<file path="src/rtl/seven_seg_scan_ctrl_pkg.sv">
// Shared definitions for the seven-segment scan controller: FSM state
// encoding and the hex glyph table in common-cathode form (segment on = 1).
package seven_seg_scan_ctrl_pkg;

  typedef enum logic [1:0] {
    ST_IDLE  = 2'd0,
    ST_BLANK = 2'd1,
    ST_ON    = 2'd2
  } scan_state_e;

  // Segment order {a,b,c,d,e,f,g}, a in the MSB.
  localparam logic [6:0] GLYPH_0 = 7'b1111110;
  localparam logic [6:0] GLYPH_1 = 7'b0110000;
  localparam logic [6:0] GLYPH_2 = 7'b1101101;
  localparam logic [6:0] GLYPH_3 = 7'b1111001;
  localparam logic [6:0] GLYPH_4 = 7'b0110011;
  localparam logic [6:0] GLYPH_5 = 7'b1011011;
  localparam logic [6:0] GLYPH_6 = 7'b1011111;
  localparam logic [6:0] GLYPH_7 = 7'b1110000;
  localparam logic [6:0] GLYPH_8 = 7'b1111111;
  localparam logic [6:0] GLYPH_9 = 7'b1111011;
  localparam logic [6:0] GLYPH_A = 7'b1110111;
  localparam logic [6:0] GLYPH_B = 7'b0011111;
  localparam logic [6:0] GLYPH_C = 7'b1001110;
  localparam logic [6:0] GLYPH_D = 7'b0111101;
  localparam logic [6:0] GLYPH_E = 7'b1001111;
  localparam logic [6:0] GLYPH_F = 7'b1000111;

  // Hex nibble to common-cathode glyph.
  function automatic logic [6:0] hex_glyph(input logic [3:0] nibble);
    logic [6:0] g;
    case (nibble)
      4'h0: g = GLYPH_0;
      4'h1: g = GLYPH_1;
      4'h2: g = GLYPH_2;
      4'h3: g = GLYPH_3;
      4'h4: g = GLYPH_4;
      4'h5: g = GLYPH_5;
      4'h6: g = GLYPH_6;
      4'h7: g = GLYPH_7;
      4'h8: g = GLYPH_8;
      4'h9: g = GLYPH_9;
      4'hA: g = GLYPH_A;
      4'hB: g = GLYPH_B;
      4'hC: g = GLYPH_C;
      4'hD: g = GLYPH_D;
      4'hE: g = GLYPH_E;
      default: g = GLYPH_F;
    endcase
    return g;
  endfunction

endpackage

</file>
<file path="src/rtl/seven_seg_scan_ctrl_hex_7seg_decoder.sv">
// Combinational hex-to-seven-segment decoder with selectable polarity.
module hex_7seg_decoder
  import seven_seg_scan_ctrl_pkg::*;
#(
  parameter int unsigned common_anode_cathode = 1
) (
  input  logic [3:0] i_nibble,
  output logic [6:0] o_seg
);

  logic [6:0] glyph;

  // Look up the glyph and apply segment polarity.
  always_comb begin
    glyph = hex_glyph(i_nibble);
    if (common_anode_cathode != 0) begin
      o_seg = glyph;
    end else begin
      o_seg = ~glyph;
    end
  end

endmodule

</file>
<file path="src/rtl/seven_seg_scan_ctrl.sv">
// Multiplexed seven-segment scan controller. Each digit slot is CLK_DIV
// cycles: BLANK_CYCLES dark (anti-ghosting) then the digit is driven.
// New data is double-buffered and only swapped in at a frame boundary.
module seven_seg_scan_ctrl
  import seven_seg_scan_ctrl_pkg::*;
#(
  parameter int unsigned NUM_DIGITS           = 4,
  parameter int unsigned CLK_DIV              = 50000,
  parameter int unsigned BLANK_CYCLES         = 500,
  parameter int unsigned common_anode_cathode = 0,
  parameter int unsigned DIGIT_ACTIVE_LOW     = 1
) (
  input  logic                    i_clk,
  input  logic                    i_rst_n,
  input  logic                    i_en,
  input  logic [4*NUM_DIGITS-1:0] i_data,
  input  logic [NUM_DIGITS-1:0]   i_dp,
  input  logic                    i_valid,
  output logic                    o_ready,
  input  logic                    i_blank_lz,
  output logic [6:0]              o_seg,
  output logic                    o_dp,
  output logic [NUM_DIGITS-1:0]   o_an,
  output logic                    o_frame_done
);

  localparam int unsigned IDX_W = $clog2(NUM_DIGITS);
  localparam int unsigned CNT_W = $clog2(CLK_DIV);

  localparam logic [IDX_W-1:0] IDX_LAST   = IDX_W'(NUM_DIGITS - 1);
  localparam logic [CNT_W-1:0] CNT_LAST   = CNT_W'(CLK_DIV - 1);
  localparam logic [CNT_W-1:0] BLANK_LAST = CNT_W'(BLANK_CYCLES - 1);

  localparam logic [6:0]            SEG_OFF = (common_anode_cathode != 0) ? 7'h00 : 7'h7F;
  localparam logic                  DP_OFF  = (common_anode_cathode != 0) ? 1'b0 : 1'b1;
  localparam logic [NUM_DIGITS-1:0] AN_OFF  = (DIGIT_ACTIVE_LOW != 0) ?
                                              {NUM_DIGITS{1'b1}} : {NUM_DIGITS{1'b0}};

  // Reset synchroniser: assertion is immediate, release aligned to i_clk.
  logic rst_meta_q;
  logic rst_sync_q;

  scan_state_e state_q, state_d;
  logic [CNT_W-1:0]        cnt_q, cnt_d;
  logic [IDX_W-1:0]        idx_q, idx_d;
  logic [4*NUM_DIGITS-1:0] disp_data_q, disp_data_d;
  logic [NUM_DIGITS-1:0]   disp_dp_q, disp_dp_d;
  logic [4*NUM_DIGITS-1:0] pend_data_q, pend_data_d;
  logic [NUM_DIGITS-1:0]   pend_dp_q, pend_dp_d;
  logic                    ready_q, ready_d;
  logic [6:0]              seg_q, seg_d;
  logic                    dp_q, dp_d;
  logic [NUM_DIGITS-1:0]   an_q, an_d;
  logic                    frame_done_q, frame_done_d;

  logic                    accept;
  logic                    wrap;
  logic                    load;
  logic                    above_zero;
  logic [NUM_DIGITS-1:0]   lz_mask;
  logic [NUM_DIGITS-1:0]   an_onehot;
  logic [3:0]              sel_nib;
  logic                    sel_dp;
  logic                    sel_lz;
  logic [6:0]              glyph_cc;
  logic                    dark;
  logic [6:0]              seg_on;
  logic                    dp_on;
  logic [NUM_DIGITS-1:0]   an_on;

  // Two-stage reset synchroniser.
  always_ff @(posedge i_clk or negedge i_rst_n) begin
    if (!i_rst_n) begin
      rst_meta_q <= 1'b0;
      rst_sync_q <= 1'b0;
    end else begin
      rst_meta_q <= 1'b1;
      rst_sync_q <= rst_meta_q;
    end
  end

  // Scan FSM next state: slot counter runs across BLANK and ON of one digit.
  always_comb begin
    state_d = state_q;
    cnt_d   = cnt_q;
    idx_d   = idx_q;
    if (!i_en) begin
      state_d = ST_IDLE;
      cnt_d   = '0;
      idx_d   = '0;
    end else begin
      case (state_q)
        ST_IDLE: begin
          state_d = ST_BLANK;
          cnt_d   = '0;
          idx_d   = '0;
        end
        ST_BLANK: begin
          cnt_d = cnt_q + 1'b1;
          if (cnt_q == BLANK_LAST) begin
            state_d = ST_ON;
          end
        end
        ST_ON: begin
          if (cnt_q == CNT_LAST) begin
            cnt_d   = '0;
            state_d = ST_BLANK;
            idx_d   = (idx_q == IDX_LAST) ? '0 : idx_q + 1'b1;
          end else begin
            cnt_d = cnt_q + 1'b1;
          end
        end
        default: begin
          state_d = ST_IDLE;
          cnt_d   = '0;
          idx_d   = '0;
        end
      endcase
    end
  end

  // Pending/display double buffer; display only changes at a frame wrap or in IDLE.
  always_comb begin
    accept      = i_valid & ready_q;
    wrap        = (state_q == ST_ON) && (idx_q == IDX_LAST) && (cnt_q == CNT_LAST);
    load        = ~ready_q & (wrap | (state_q == ST_IDLE));
    pend_data_d = pend_data_q;
    pend_dp_d   = pend_dp_q;
    disp_data_d = disp_data_q;
    disp_dp_d   = disp_dp_q;
    ready_d     = ready_q;
    if (accept) begin
      pend_data_d = i_data;
      pend_dp_d   = i_dp;
      ready_d     = 1'b0;
    end
    if (load) begin
      disp_data_d = pend_data_q;
      disp_dp_d   = pend_dp_q;
      ready_d     = 1'b1;
    end
  end

  // Leading-zero mask and digit selection, both from next-cycle values so the
  // registered outputs line up with the registered state.
  always_comb begin
    lz_mask    = '0;
    above_zero = 1'b1;
    for (int unsigned j = 0; j < NUM_DIGITS - 1; j++) begin
      above_zero = above_zero & (disp_data_d[4*(NUM_DIGITS-1-j) +: 4] == 4'h0);
      lz_mask[NUM_DIGITS-1-j] = above_zero & i_blank_lz;
    end
    sel_nib   = '0;
    sel_dp    = 1'b0;
    sel_lz    = 1'b0;
    an_onehot = '0;
    for (int unsigned k = 0; k < NUM_DIGITS; k++) begin
      if (idx_d == IDX_W'(k)) begin
        sel_nib      = disp_data_d[4*k +: 4];
        sel_dp       = disp_dp_d[k];
        sel_lz       = lz_mask[k];
        an_onehot[k] = 1'b1;
      end
    end
  end

  hex_7seg_decoder #(
    .common_anode_cathode(1)
  ) u_dec (
    .i_nibble(sel_nib),
    .o_seg   (glyph_cc)
  );

  // Output register inputs: active-high forms first, polarity applied last.
  always_comb begin
    dark         = (state_d == ST_IDLE) | sel_lz;
    seg_on       = dark ? 7'h00 : glyph_cc;
    dp_on        = ~dark & sel_dp;
    an_on        = ((state_d == ST_ON) && !sel_lz) ? an_onehot : '0;
    seg_d        = (common_anode_cathode != 0) ? seg_on : ~seg_on;
    dp_d         = (common_anode_cathode != 0) ? dp_on : ~dp_on;
    an_d         = (DIGIT_ACTIVE_LOW != 0) ? ~an_on : an_on;
    frame_done_d = (state_d == ST_ON) && (idx_d == IDX_LAST) && (cnt_d == CNT_LAST);
  end

  // State, buffers and output registers.
  always_ff @(posedge i_clk or negedge rst_sync_q) begin
    if (!rst_sync_q) begin
      state_q      <= ST_IDLE;
      cnt_q        <= '0;
      idx_q        <= '0;
      disp_data_q  <= '0;
      disp_dp_q    <= '0;
      pend_data_q  <= '0;
      pend_dp_q    <= '0;
      ready_q      <= 1'b1;
      seg_q        <= SEG_OFF;
      dp_q         <= DP_OFF;
      an_q         <= AN_OFF;
      frame_done_q <= 1'b0;
    end else begin
      state_q      <= state_d;
      cnt_q        <= cnt_d;
      idx_q        <= idx_d;
      disp_data_q  <= disp_data_d;
      disp_dp_q    <= disp_dp_d;
      pend_data_q  <= pend_data_d;
      pend_dp_q    <= pend_dp_d;
      ready_q      <= ready_d;
      seg_q        <= seg_d;
      dp_q         <= dp_d;
      an_q         <= an_d;
      frame_done_q <= frame_done_d;
    end
  end

  assign o_ready      = ready_q;
  assign o_seg        = seg_q;
  assign o_dp         = dp_q;
  assign o_an         = an_q;
  assign o_frame_done = frame_done_q;

endmodule

</file>
<file path="config.mk">
export PLATFORM = sky130hd
export DESIGN_NAME = seven_seg_scan_ctrl
export DESIGN_NICKNAME = d
export VERILOG_FILES = /design/src/rtl/seven_seg_scan_ctrl_pkg.sv /design/src/rtl/seven_seg_scan_ctrl_hex_7seg_decoder.sv /design/src/rtl/seven_seg_scan_ctrl.sv
export SDC_FILE = /design/constraint.sdc
export NUM_CORES = 1
export LEC_CHECK = 0
export CAP_MARGIN = 30
export CORE_ASPECT_RATIO = 1.1
export CORE_UTILIZATION = 44
export DETAILED_ROUTE_END_ITERATION = 6
export SKIP_LAST_GASP = 1
export SLEW_MARGIN = 20
export SYNTH_ARGS = -nofsm -noshare
export SYNTH_HDL_FRONTEND = slang
export SYNTH_SLANG_ARGS = --single-unit
</file>
<file path="constraint.sdc">
create_clock -name i_clk -period 4.79 [get_ports i_clk]
set_clock_uncertainty 0.2 [all_clocks]
set_input_delay 0.7185 -clock i_clk [delete_from_list [all_inputs] [get_ports i_clk]]
set_output_delay 0.7185 -clock i_clk [all_outputs]
set_load 0.01 [all_outputs]
</file>
Yosys cells after proc, flatten, opt, wreduce, memory -nomap -nowiden:

Memories as Yosys holds them, arrays and structs flattened.
Index checks and enable logic that the tools add are counted.

* flip-flop bits (word level): 76
* latch bits: 0
* bits in writable memories: 0
* bits in read-only memories: 112
* logic and storage cells: 87
* memories: 1

* $add $sub $neg: 2
* multipliers: 0
* div/mod/pow operators: 0
* order comparisons: 0
* equal/unequal tests: 10
* shift operators: 0
* multiplexer cells: 32
* bitwise operators: 15
* reductions and logical operators: 13

Memories
* (no name shown): words 16, bits a word 7, read ports 1, clocked after memory_dff 0, write ports 0, line seven_seg_scan_ctrl_pkg.sv:32 `case (nibble)`

Operators by type and width (number)
* 2-to-1 mux 16 bit: 3
* == test 16 bit, second input constant: 2
* one-hot mux 16 bit (2 select lines): 1
* 2-to-1 mux 4 bit: 6
* adder 16 x 1 -> 16 bit, second input constant: 1
* == test 16 x 9 -> 1 bit, second input constant: 1
* 2-to-1 mux 1 bit: 13
* zero test 4 bit: 3
* 2-to-1 mux 2 bit: 6
* == test 2 bit, second input constant: 5
* AND 1 bit: 8
* 2-to-1 mux 7 bit: 1
* NOT 7 bit: 1
* zero test 2 bit: 3
* one-hot mux 2 bit (3 select lines): 1
* logical AND 1 bit: 5
* == test 2 x 1 -> 1 bit, second input constant: 2
* NOT 4 bit: 1
* one-hot mux 2 bit (2 select lines): 1
* NOT 1 bit: 3
* adder 2 x 1 -> 2 bit, second input constant: 1
* bitwise OR 1 bit: 2
* nonzero test 2 bit: 1
* zero test 1 bit: 1

Longest topological paths before layout:

Gate-level depths: netlist of run 1.

* depth after elaboration: 17
* mapped depth: 15

Hierarchy:

Synthesis of run 1 repeated with hierarchy kept, for this count alone.

* cells, all modules: 336
* area total of the unflattened synthesis: 3885.0 um^2

By module, submodules not included
* seven_seg_scan_ctrl: instances 1, cells an instance 303, area each 3594.7 um^2, sequential area each 1918.1 um^2
* hex_7seg_decoder: instances 1, cells an instance 33, area each 290.3 um^2, sequential area each 0.0 um^2

Worst setup path before layout of run 1:

Ideal clock, no wire load.

* path type: reg2reg
* start: reg cnt_q[11]
* end: reg seg_q[6] (netlist: o_seg[6])
* library setup time: 0.094 ns
* data arrival time: 3.877 ns
* slack: 0.619 ns
* cell stages (with the launch flop): 14
* path buffers: 2
* cells stage by stage: dfrtp_1 or4_4 buf_6 or3_1 or4_1 and2_1 buf_2 mux2_2 mux2i_1 inv_1 ha_1 o31ai_1 nor2b_1 or4_1

* longest elaborated chain between the ends: 15

RTL lines
* start: declaration: line seven_seg_scan_ctrl.sv:44 `logic [CNT_W-1:0] cnt_q, cnt_d;`
* start signal: assignment: line seven_seg_scan_ctrl.sv:203 `cnt_q <= cnt_d;`
* branches (longest 13 deep; another with memory read (16 x 7 bit))
* 2-to-1 mux 7 bit (*): line seven_seg_scan_ctrl.sv:177 `seg_on = dark ? 7'h00 : glyph_cc;`
* NOT 7 bit (*): line seven_seg_scan_ctrl.sv:180 `seg_d = (common_anode_cathode != 0) ? seg_on : ~seg_on;`
* net seg_d[6]: line seven_seg_scan_ctrl.sv:51 `logic [6:0] seg_q, seg_d;`
* end signal: assignment: line seven_seg_scan_ctrl.sv:210 `seg_q <= seg_d;`
* end: declaration: line seven_seg_scan_ctrl.sv:51

Mark *: on every way through the listed nets, which the timed path passes.
A chain may end at the register's enable or synchronous reset.

Final worst setup path of run 1:

* start: reg cnt_q[0]
* end: reg seg_q[6] (netlist: o_seg[6])

* longest elaborated chain between the ends: 15

RTL lines
* == test 16 bit (*): line seven_seg_scan_ctrl.sv:125 `wrap = (state_q == ST_ON) && (idx_q == IDX_LAST) && (cnt_q == CNT_LAST);`
* logical AND 1 bit (*): line seven_seg_scan_ctrl.sv:125
* bitwise OR 1 bit (*): line seven_seg_scan_ctrl.sv:126 `load = ~ready_q & (wrap | (state_q == ST_IDLE));`
* AND 1 bit (*): line seven_seg_scan_ctrl.sv:126
* 2-to-1 mux 16 bit (*): line seven_seg_scan_ctrl.sv:137 `if (load) begin`
* net disp_data_d[13]: line seven_seg_scan_ctrl.sv:46 `logic [4*NUM_DIGITS-1:0] disp_data_q, disp_data_d;`
* zero test 4 bit: line seven_seg_scan_ctrl.sv:150 `above_zero = above_zero & (disp_data_d[4*(NUM_DIGITS-1-j) +: 4] == 4'h0);`
* AND 1 bit (2 in series): line seven_seg_scan_ctrl.sv:150
* AND 1 bit: line seven_seg_scan_ctrl.sv:151 `lz_mask[NUM_DIGITS-1-j] = above_zero & i_blank_lz;`
* 2-to-1 mux 1 bit (3 in series): line seven_seg_scan_ctrl.sv:158 `if (idx_d == IDX_W'(k)) begin`
* bitwise OR 1 bit: line seven_seg_scan_ctrl.sv:176 `dark = (state_d == ST_IDLE) | sel_lz;`
* 2-to-1 mux 7 bit (*): line seven_seg_scan_ctrl.sv:177
* NOT 7 bit (*): line seven_seg_scan_ctrl.sv:180
* net seg_d[6]: line seven_seg_scan_ctrl.sv:51

The timed path passes the listed nets; every way through them passes the cells marked *.

==> metrics.md, run 1 <==
| Metric | Value |
|---|---|
| Critical Path AT | `4.31 ns` |
| Vias per inst | `5.46` |
| Leak pwr | `2.01 nW` |
| Critical path class | `reg -> reg` |
| Drt total wl | `8.47 mm` |
| # IOs | `39` |
| Post-CTS setup buffers | `0` |
| # fillers | `823` |
| Gpl congestion | `0.817` |
| Hold Path Class | `reg -> async` |
| Syn_area_per_cell | `10.7 um2` |
| CTS buffer count | `9` |
| Largest net degree at the start of global routing | `28` |
| MaxCap Viol Count | `0` |
| Gr usage total | `0.193` |
| Max transition margin | `0.394` |
| Worst-margin pin slew | `0.909 ns` |
| Synth warn | `0` |
| Number of global-route vias before repair | `2856` |
| Crit-path max FO | `17` |
| Syn_nets | `409` |
| Startpoint Class | `flop` |
| Area of the die | `9450 um2` |
| Final worst path period need | `4.22 ns` |
| Ys flop type | `dfrtp_1` |
| Outcome | `finished, final reports clean` |
| Post-CTS sizing | `0` |
| Root buf cell | `clkbuf_8` |
| PwrDens | `405 nW/um2` |
| First-pass GRT wire length | `14.1 mm` |
| Input/output buffers | `38` |
| Layout cells sized above 1 | `0.202` |
| Max Clk Rate | `0.237 GHz` |
| Final #Nets | `452` |
| Vias | `2916` |
| DP Cell Count | `518` |
| Asr flop ratio synth | `1.00` |
| ANT nets after route | `0` |
| Synthesized area | `3990 um2` |
| Starting Density | `0.452` |
| Final hold violations | `0` |
| Number of synthesized flops with an enable pin | `0` |
| Tcrit/Tclk final | `0.881` |
| RSZ-0062 raised after global routing | `false` |
| # rows | `36` |
| CTS clk-pin slew, worst paths | `0.08 ns` |
| Antenna cells | `0` |
| Layout area overhead | `19.4%` |
| CTS tree | `done` |
| Cell Count, Final, Fillers Out | `534` |
| Setup violators final | `0` |
| Worst VDD drop | `0.282 mV` |
| Setup TNS | `0 ns` |
| Seq cells post-synth | `76` |
| Required @ worst endpoint | `4.88 ns` |
| Final Max Slew Viols | `0` |
| HPWL Detailed | `6.16 mm` |
| Synth Instances | `372` |
| Detailed-route DRC error count | `0` |
| GRT overflow | `0` |
| Initial antenna violation count | `0` |
| Hold_ws | `0.0412 ns` |
| Crit end category | `flop` |
| Register area share after synthesis | `0.481` |
| DRT Pass-1 Iters | `7` |
| Core Footprint | `8830 um2` |
| Clock buffer depth | `2` |
| Overall die height | `102 um` |
| Post-cts hold buffer count | `0` |
| Cell variety after synth | `64` |
| CTS HTree Levels | `3` |
| Clock Latency Late Sink | `0.35 ns` |
| Clock sink total | `76` |
| Iter 0 DRT Violations | `97` |
| Routed length per instance | `15.9 um` |
| Die Width | `92.8 um` |
-- state kept, by name (all words and copies together) (netlist names), 2 cells and up --
name and count:
o_seg 7, disp_dp_q 4, disp_data_q 16, cnt_q 16
pend_dp_q 4, pend_data_q 16, idx_q 2, o_an 4
state_q 2
-- cells by family (layout without fill, tap and decap cells) --
kind of cell             after synthesis  count (layout)  synth area share
XOR/XNOR                              14              14            0.0308
AO/OA/AOI/OAI                         47              47            0.0976
flip-flops                            76              76             0.481
multiplexers                          37              37             0.110
adder cells (fa/ha/maj)               12              12            0.0377
buffers and inverters                 31              79            0.0389
other                                  1               1          0.000941
AND/OR/NAND/NOR                      154             154             0.202
-- where the power goes --
| group | switching, W | internal, W | leakage [nW] |
|---|---|---|---|
| Clock | 0.000249 | 0.000365 | 0.125 |
| Combinational | 0.000219 | 0.000235 | 0.956 |
| Sequential | 0.0000869 | 0.000775 | 0.928 |
| Total | 0.000555 | 0.00137 | 2.01 |
-- placed cells by master, fill, tap and decap left out, drive strengths merged, types with 6 or more instances in the layout --
| cell | n |
|---|---|
| dfstp | 13 |
| nand4 | 7 |
| xnor2 | 8 |
| buf | 11 |
| nand3 | 17 |
| mux2 | 30 |
| ha | 12 |
| dfrtp | 63 |
| clkdlybuf4s50 | 38 |
| xor2 | 6 |
| clkbuf | 11 |
| a21oi | 6 |
| nand2 | 54 |
| nor2 | 23 |
| or4 | 6 |
| inv | 16 |
| o21ai | 6 |
| nor4 | 9 |
| nor3 | 6 |
-- cells in the mapped netlist (2+ instances only) --
library cell  count  area, um2
or4_1             5       37.5
xnor2_1           8       70.1
o31ai_1           2       15.0
mux2i_1           5       50.1
or3b_2            2       17.5
nand2_1          54        203
nor2b_1           3       18.8
and4_1            3       26.3
a21o_1            5       37.5
dfstp_2          13        342
clkbuf_1          9       33.8
and2_1            5       31.3
nor3_1            5       25.0
or3_1             4       25.0
ha_1             12        150
nor2_1           23       86.3
o41ai_1           2       17.5
a311oi_1          2       17.5
nor4_1            8       50.1
nand3_1          17       85.1
inv_1            12       45.0
mux4_1            2       52.6
o21ai_1           2       10.0
buf_6             3       33.8
a21oi_1           5       25.0
a211oi_1          2       15.0
o21bai_1          2       15.0
dfrtp_1          63       1580
a2111oi_4         2       55.1
nand3b_1          2       15.0
a221o_1           2       20.0
o21a_1            3       22.5
o21ai_0           4       20.0
and3_1            4       25.0
o211ai_1          4       30.0
nand4_1           7       43.8
buf_2             4       20.0
or4b_2            2       20.0
mux2_2           30        338
xor2_1            6       52.6
-- per-stage QoR --
stage / util / power, W / setup slack [ns] / instance area, um2
2_1_floorplan: - / 0.00116 / 0.619 / 3990
3_3_place_gp: 0.509 / 0.00132 / 0.636 / 4490
3_5_place_dp: 0.511 / 0.00133 / 0.599 / 4510
4_1_cts: 0.539 / 0.00195 / 0.556 / 4760
5_1_grt: 0.539 / 0.00204 / 0.296 / 4760
6_report: 0.539 / 0.00193 / 0.569 / 4760
-- path summary, 6_finish.rpt --
kind	startpoint	endpoint	slack, ns	depth (start not counted)
max in group asynchronous	rst_sync_q	o_seg[4]	3.56	1
max reg2reg	cnt_q[0]	o_seg[6]	0.57	13
min in group i_clk	rst_meta_q	rst_sync_q	0.16	0
max	cnt_q[0]	o_seg[6]	0.57	13
min	rst_sync_q	pend_dp_q[3]	0.04	0
min reg2reg	rst_sync_q	pend_dp_q[3]	0.04	0
-- metal layers --
metal | track usage | routed length (um) | vias to the layer above
li1 | - | - | 1418
met1 | 0.260 | 3990 | 1423
met5 | 0 | 0 | -
met3 | 0.0491 | 287 | 14
met4 | 0.0686 | 152 | 0
met2 | 0.305 | 4030 | 61
-- layout make-up --
type | instances | area, um2 | share of cell area
Multi-Input combinational cell | 265 | 1910 | 0.402
Inverter | 14 | 60.1 | 0.0126
Sequential cell | 76 | 1920 | 0.403
Tap cell | 114 | 143 | 0.0300
Timing Repair Buffer | 49 | 475 | 0.0999
Clock inverter | 5 | 108 | 0.0226
Clock buffer | 11 | 141 | 0.0297
-- worst max-delay path, cell delays in order (launching register included) --
cell	delay, ns
dfrtp_1	0.42
ha_1	0.29
nand4b_1	0.25
nor4_4	0.06
buf_4	0.16
a21oi_2	0.72
mux2_2	0.43
mux2_2	0.28
mux2i_1	0.24
ha_1	0.28
inv_1	0.07
or4_1	0.51
a21oi_1	0.13
or4_1	0.11
No activity file was read; power rests on OpenSTA's default activity.
==> inputs of run 2 (changes only) <==
CELL_PAD_IN_SITES_DETAIL_PLACEMENT = 0   (was not set)
CELL_PAD_IN_SITES_GLOBAL_PLACEMENT = 2   (was not set)
CORE_UTILIZATION = 40   (was 44)
PLACE_DENSITY_LB_ADDON = 0.1   (was not set)
SKIP_CTS_REPAIR_TIMING = 1   (was not set)
SLEW_MARGIN = 10   (was 20)
==> metrics.md, run 2 (synthesis gave the netlist of run 1 again) <==
| Metric | Value |
|---|---|
| DRT Pass-1 Iters | `4` |
| Total Power | `0.00184 W` |
| Startpoint Class | `flop` |
| Final worst path period need | `4.39 ns` |
| CTS buffer count | `9` |
| Worst-margin pin slew | `0.856 ns` |
| HPWL Detailed | `6.64 mm` |
| First-pass GRT wire length | `15.0 mm` |
| Multi-input logic area | `1920 um2` |
| Largest regs | `cnt_q x16, disp_data_q x16, pend_data_q x16` |
| Register area | `1920 um2` |
| Gr usage total | `0.186` |
| Critical path class | `reg -> reg` |
| Root buf cell | `clkbuf_8` |
| Critical Path Source | `cnt_q[11]` |
| Layout area overhead | `19.1%` |
| Most used cell, CP | `or4_1` |
| Worst stage delay on the critical path | `0.58 ns` |
| Most frequent cells in the layout | `dfrtp_1, nand2_1, clkdlybuf4s50_1, mux2_2, nor2_1` |
| Reg2reg path depth | `11` |
| R2r endpoint | `o_seg[6]` |
| Detailed-route DRC error count | `0` |
| Routed length per instance | `16.4 um` |
| Final hold violations | `0` |
| Hold Path Class | `reg -> async` |
| Vias | `2906` |
| Core Footprint | `9540 um2` |
| Antenna cells | `0` |
| CTS tree | `done` |
| Input/output buffers | `38` |
| Gpl congestion | `0.800` |
| GRT overflow | `0` |
| Die Width | `97.2 um` |
| # fillers | `903` |
| Iter 0 DRT Violations | `121` |
| Leak pwr | `2.00 nW` |
| RR Startpoint | `cnt_q[11]` |
| Core Util, Final | `0.498` |
| Starting Density | `0.418` |
| Drt total wl | `8.83 mm` |
| Tcrit/Tclk final | `0.917` |
| # rows | `37` |
| Layout cells sized above 1 | `0.202` |
| Max transition margin | `0.428` |
| Max Clk Rate | `0.228 GHz` |
| Critical path's slowest cell | `or4_4` |
| CTS clk-pin slew, worst paths | `0.08 ns` |
| Clock sink total | `76` |
| Overall die height | `107 um` |
| Most common cell after layout, fill and taps aside | `dfrtp_1` |
| PwrDens | `388 nW/um2` |
| R2R Setup Slk | `0.40 ns` |
| Initial antenna violation count | `0` |
| Area of the die | `10400 um2` |
| Crit end category | `flop` |
| Number of global-route vias before repair | `2963` |
| Setup violators final | `0` |
| ANT nets after route | `0` |
| Clock buffer depth | `2` |
| Setup TNS | `0 ns` |
| Outcome | `finished, final reports clean` |
| Critical Path AT | `4.49 ns` |
| Clock Latency Late Sink | `0.35 ns` |
| Required @ worst endpoint | `4.89 ns` |
| Largest net degree at the start of global routing | `31` |
| CP cell instances | `or4_4 -> nor4_4 -> a2bb2oi_1 -> and2_1 -> mux2_2 -> mux2i_1 -> ha_1 -> inv_1 -> or4_1 -> a21oi_1 -> or4_1` |
| Critical Path End | `o_seg[6]` |
| Final Max Slew Viols | `0` |
| RSZ-0062 raised after global routing | `false` |
| CTS HTree Levels | `3` |
| Hold_ws | `0.0871 ns` |
| # IOs | `39` |
| Vias per inst | `5.40` |
| Final #Nets | `453` |
| MaxCap Viol Count | `0` |
| Crit-path max FO | `7` |
| Worst VDD drop | `0.217 mV` |
==> run 2: cell types whose count changed in the layout (fill, tap and decap cells not counted) <==
cell,before,now
mux2i_1,5,4
inv_6,3,1
mux2i_2,0,1
buf_12,1,0
buf_6,0,1
clkinv_4,0,1
clkbuf_8,10,9
clkinv_2,0,1
clkbuf_1,1,3
bufinv_16,3,2
buf_16,0,1
==> run 2: through the flow <==
stage	cell area, um2	setup WS (ns)	instances
floorplan	3990	0.619	372
global placement	4490	0.460	520
detailed placement	4520	0.311	521
CTS	4730	0.296	537
global route	4750	0.0861	538
finish	4750	0.396	538
==> run 2: report_power, final <==
| part | leakage (nW) | internal [W] | switching (W) |
|---|---|---|---|
| clock | 0.105 | 0.000294 | 0.000236 |
| sequential | 0.928 | 0.000776 | 0.0000878 |
| combinational | 0.965 | 0.000232 | 0.000217 |
==> run 2: critical path, delay by kind of cell (launching register included) <==
kind / cells / cell delay (ns)
AOI/OAI and AO/OA: 2 / 0.55
adders and majority gates: 1 / 0.33
buffers and inverters: 1 / 0.07
muxes: 2 / 0.79
and+or+nand+nor: 5 / 1.95
DFF: 1 / 0.44
==> run 2: layout make-up <==
type	instances	share of cell area
inverter	14	0.0127
timing repair buffer	50	0.104
sequential	76	0.404
multi-input combinational	265	0.404
clock inverter	4	0.0156
tap	117	0.0308
clock buffer	12	0.0285
==> run 2: how the worst min path moves through the flow <==
stage	start	end	slack, ns	depth (start not counted)
floorplan	rst_meta_q	rst_sync_q	0.13	0
global placement	rst_meta_q	rst_sync_q	0.14	0
detailed placement	rst_sync_q	pend_dp_q[3]	0.11	0
CTS	rst_sync_q	disp_dp_q[2]	0.11	0
global route	rst_sync_q	disp_dp_q[2]	0.14	0
finish	rst_sync_q	disp_dp_q[3]	0.09	0
==> run 2: routing by layer <==
layer | up-vias | global-route usage | share of wire
met5 | - | 0 | 0
met4 | 0 | 0.0906 | 0.020
met3 | 13 | 0.0261 | 0.032
met2 | 59 | 0.305 | 0.48
met1 | 1419 | 0.242 | 0.47
li1 | 1415 | - | -
==> edit, RTL diff (settings of run 2) <==
Make the reset (`i_rst_n` and `rst_sync_q`) synchronous in 2 clocked blocks.
--- a/src/rtl/seven_seg_scan_ctrl.sv
+++ b/src/rtl/seven_seg_scan_ctrl.sv
@@ -69,7 +69,7 @@
   logic [NUM_DIGITS-1:0]   an_on;
 
   // Two-stage reset synchroniser.
-  always_ff @(posedge i_clk or negedge i_rst_n) begin
+  always_ff @(posedge i_clk) begin
     if (!i_rst_n) begin
       rst_meta_q <= 1'b0;
       rst_sync_q <= 1'b0;
@@ -184,7 +184,7 @@
   end
 
   // State, buffers and output registers.
-  always_ff @(posedge i_clk or negedge rst_sync_q) begin
+  always_ff @(posedge i_clk) begin
     if (!rst_sync_q) begin
       state_q      <= ST_IDLE;
       cnt_q        <= '0;
Function: differs if i_rst_n is asserted again (counterexample within 4 cycles, from zero or initial values and one cycle with i_rst_n low); with i_rst_n held inactive, the same outputs for 10 cycles.
==> edit against run 2 <==
- synthesized area is 0.91% lower
- cell area is 4.4% lower
- worst hold slack better by 0.15 ns
- routed wire length is 6.0% higher
- sequential cell count stayed put
- setup slack better by 0.27 ns
- via count is 11% higher
- count of clock-buffer cells in the layout is 1 lower
- maximum frequency is 6.6% higher
- critical endpoint is now o_seg[3]
- largest cell class is now multi-input gates
Power is not compared: it rests on default switching activity, and its combinational part moved more than twofold at a synthesized area within 25%.
==> edit: results (changes against run 2) <==
metric,value,unit,change
status,"finished, final reports clean",,
synth-compound-area-share,17.4,%,+7.6 points
slowest_delay,0.62,ns,+0.04 ns
synth_fa_ha_area_share,3.80,%,+0.035 points
drt_iter0_drc,183,,+51%
critPathMaxFanout,12,,+5
fillers,941,,+4.2%
rr_worst_depth,10,,-1
syn_inst,457,,+23%
drtPass1Iterations,6,,+2
regArea,0.00152,sq mm,-21%
dp_worst_setup_slack,0.685,ns,+0.375 ns
grt_pass1_vias,3249,,+9.7%
synth_xor_xnor_area_share,3.55,%,+0.47 points
gp_congestion,0.835,,+4.3%
clk_share,3.72,%,-0.68 points
grt_max_degree,50,,+61%
multi_input_area,0.00227,sq mm,+18%
bufAreaShareNonClock,9.04,%,-1.4 points
grt_pass1_wl,16000,um,+6.4%
routed_wl,9360,um,+6.0%
ys_types,69,,+7.8%
synth_area_leaders,"dfxtp_1 39%, nand2_1 8.2%, a21boi_0 5.7%",,
n_all_inverters,7,,-7
hold_slack,0.236,ns,+0.149 ns
worstMarginPinSlew,0.765,ns,-0.0916 ns
==> edit: changes by cell type in the layout (fill, tap and decap cells not counted), moves of 9 or more <==
cell / change
a21boi_0: +29
dfrtp_1: -62
dfstp_2: -13
dfxtp_1: +76
mux2_2: -28
mux2i_1: +10
nand2_1: +32
nand3_1: -9
nor2_1: +19
nor2b_1: +12
==> edit: where the power goes <==
group / total [uW] / leakage [uW] / internal (uW) / switching [uW]
logic: 79.8 / 0.000902 / 42.1 / 37.6
registers: 649 / 0.000616 / 641 / 8.21
clock network: 434 / 0.0000799 / 190 / 243
total: 1160 / 0.00160 / 873 / 289
==> edit: worst max-delay path: cells and delay by family (launching register included) <==
family,cells,cell delay (ns)
simple gates,5,1.77
mux,2,0.73
flops,1,0.41
fa+ha+maj,1,0.31
compound gates,2,0.57
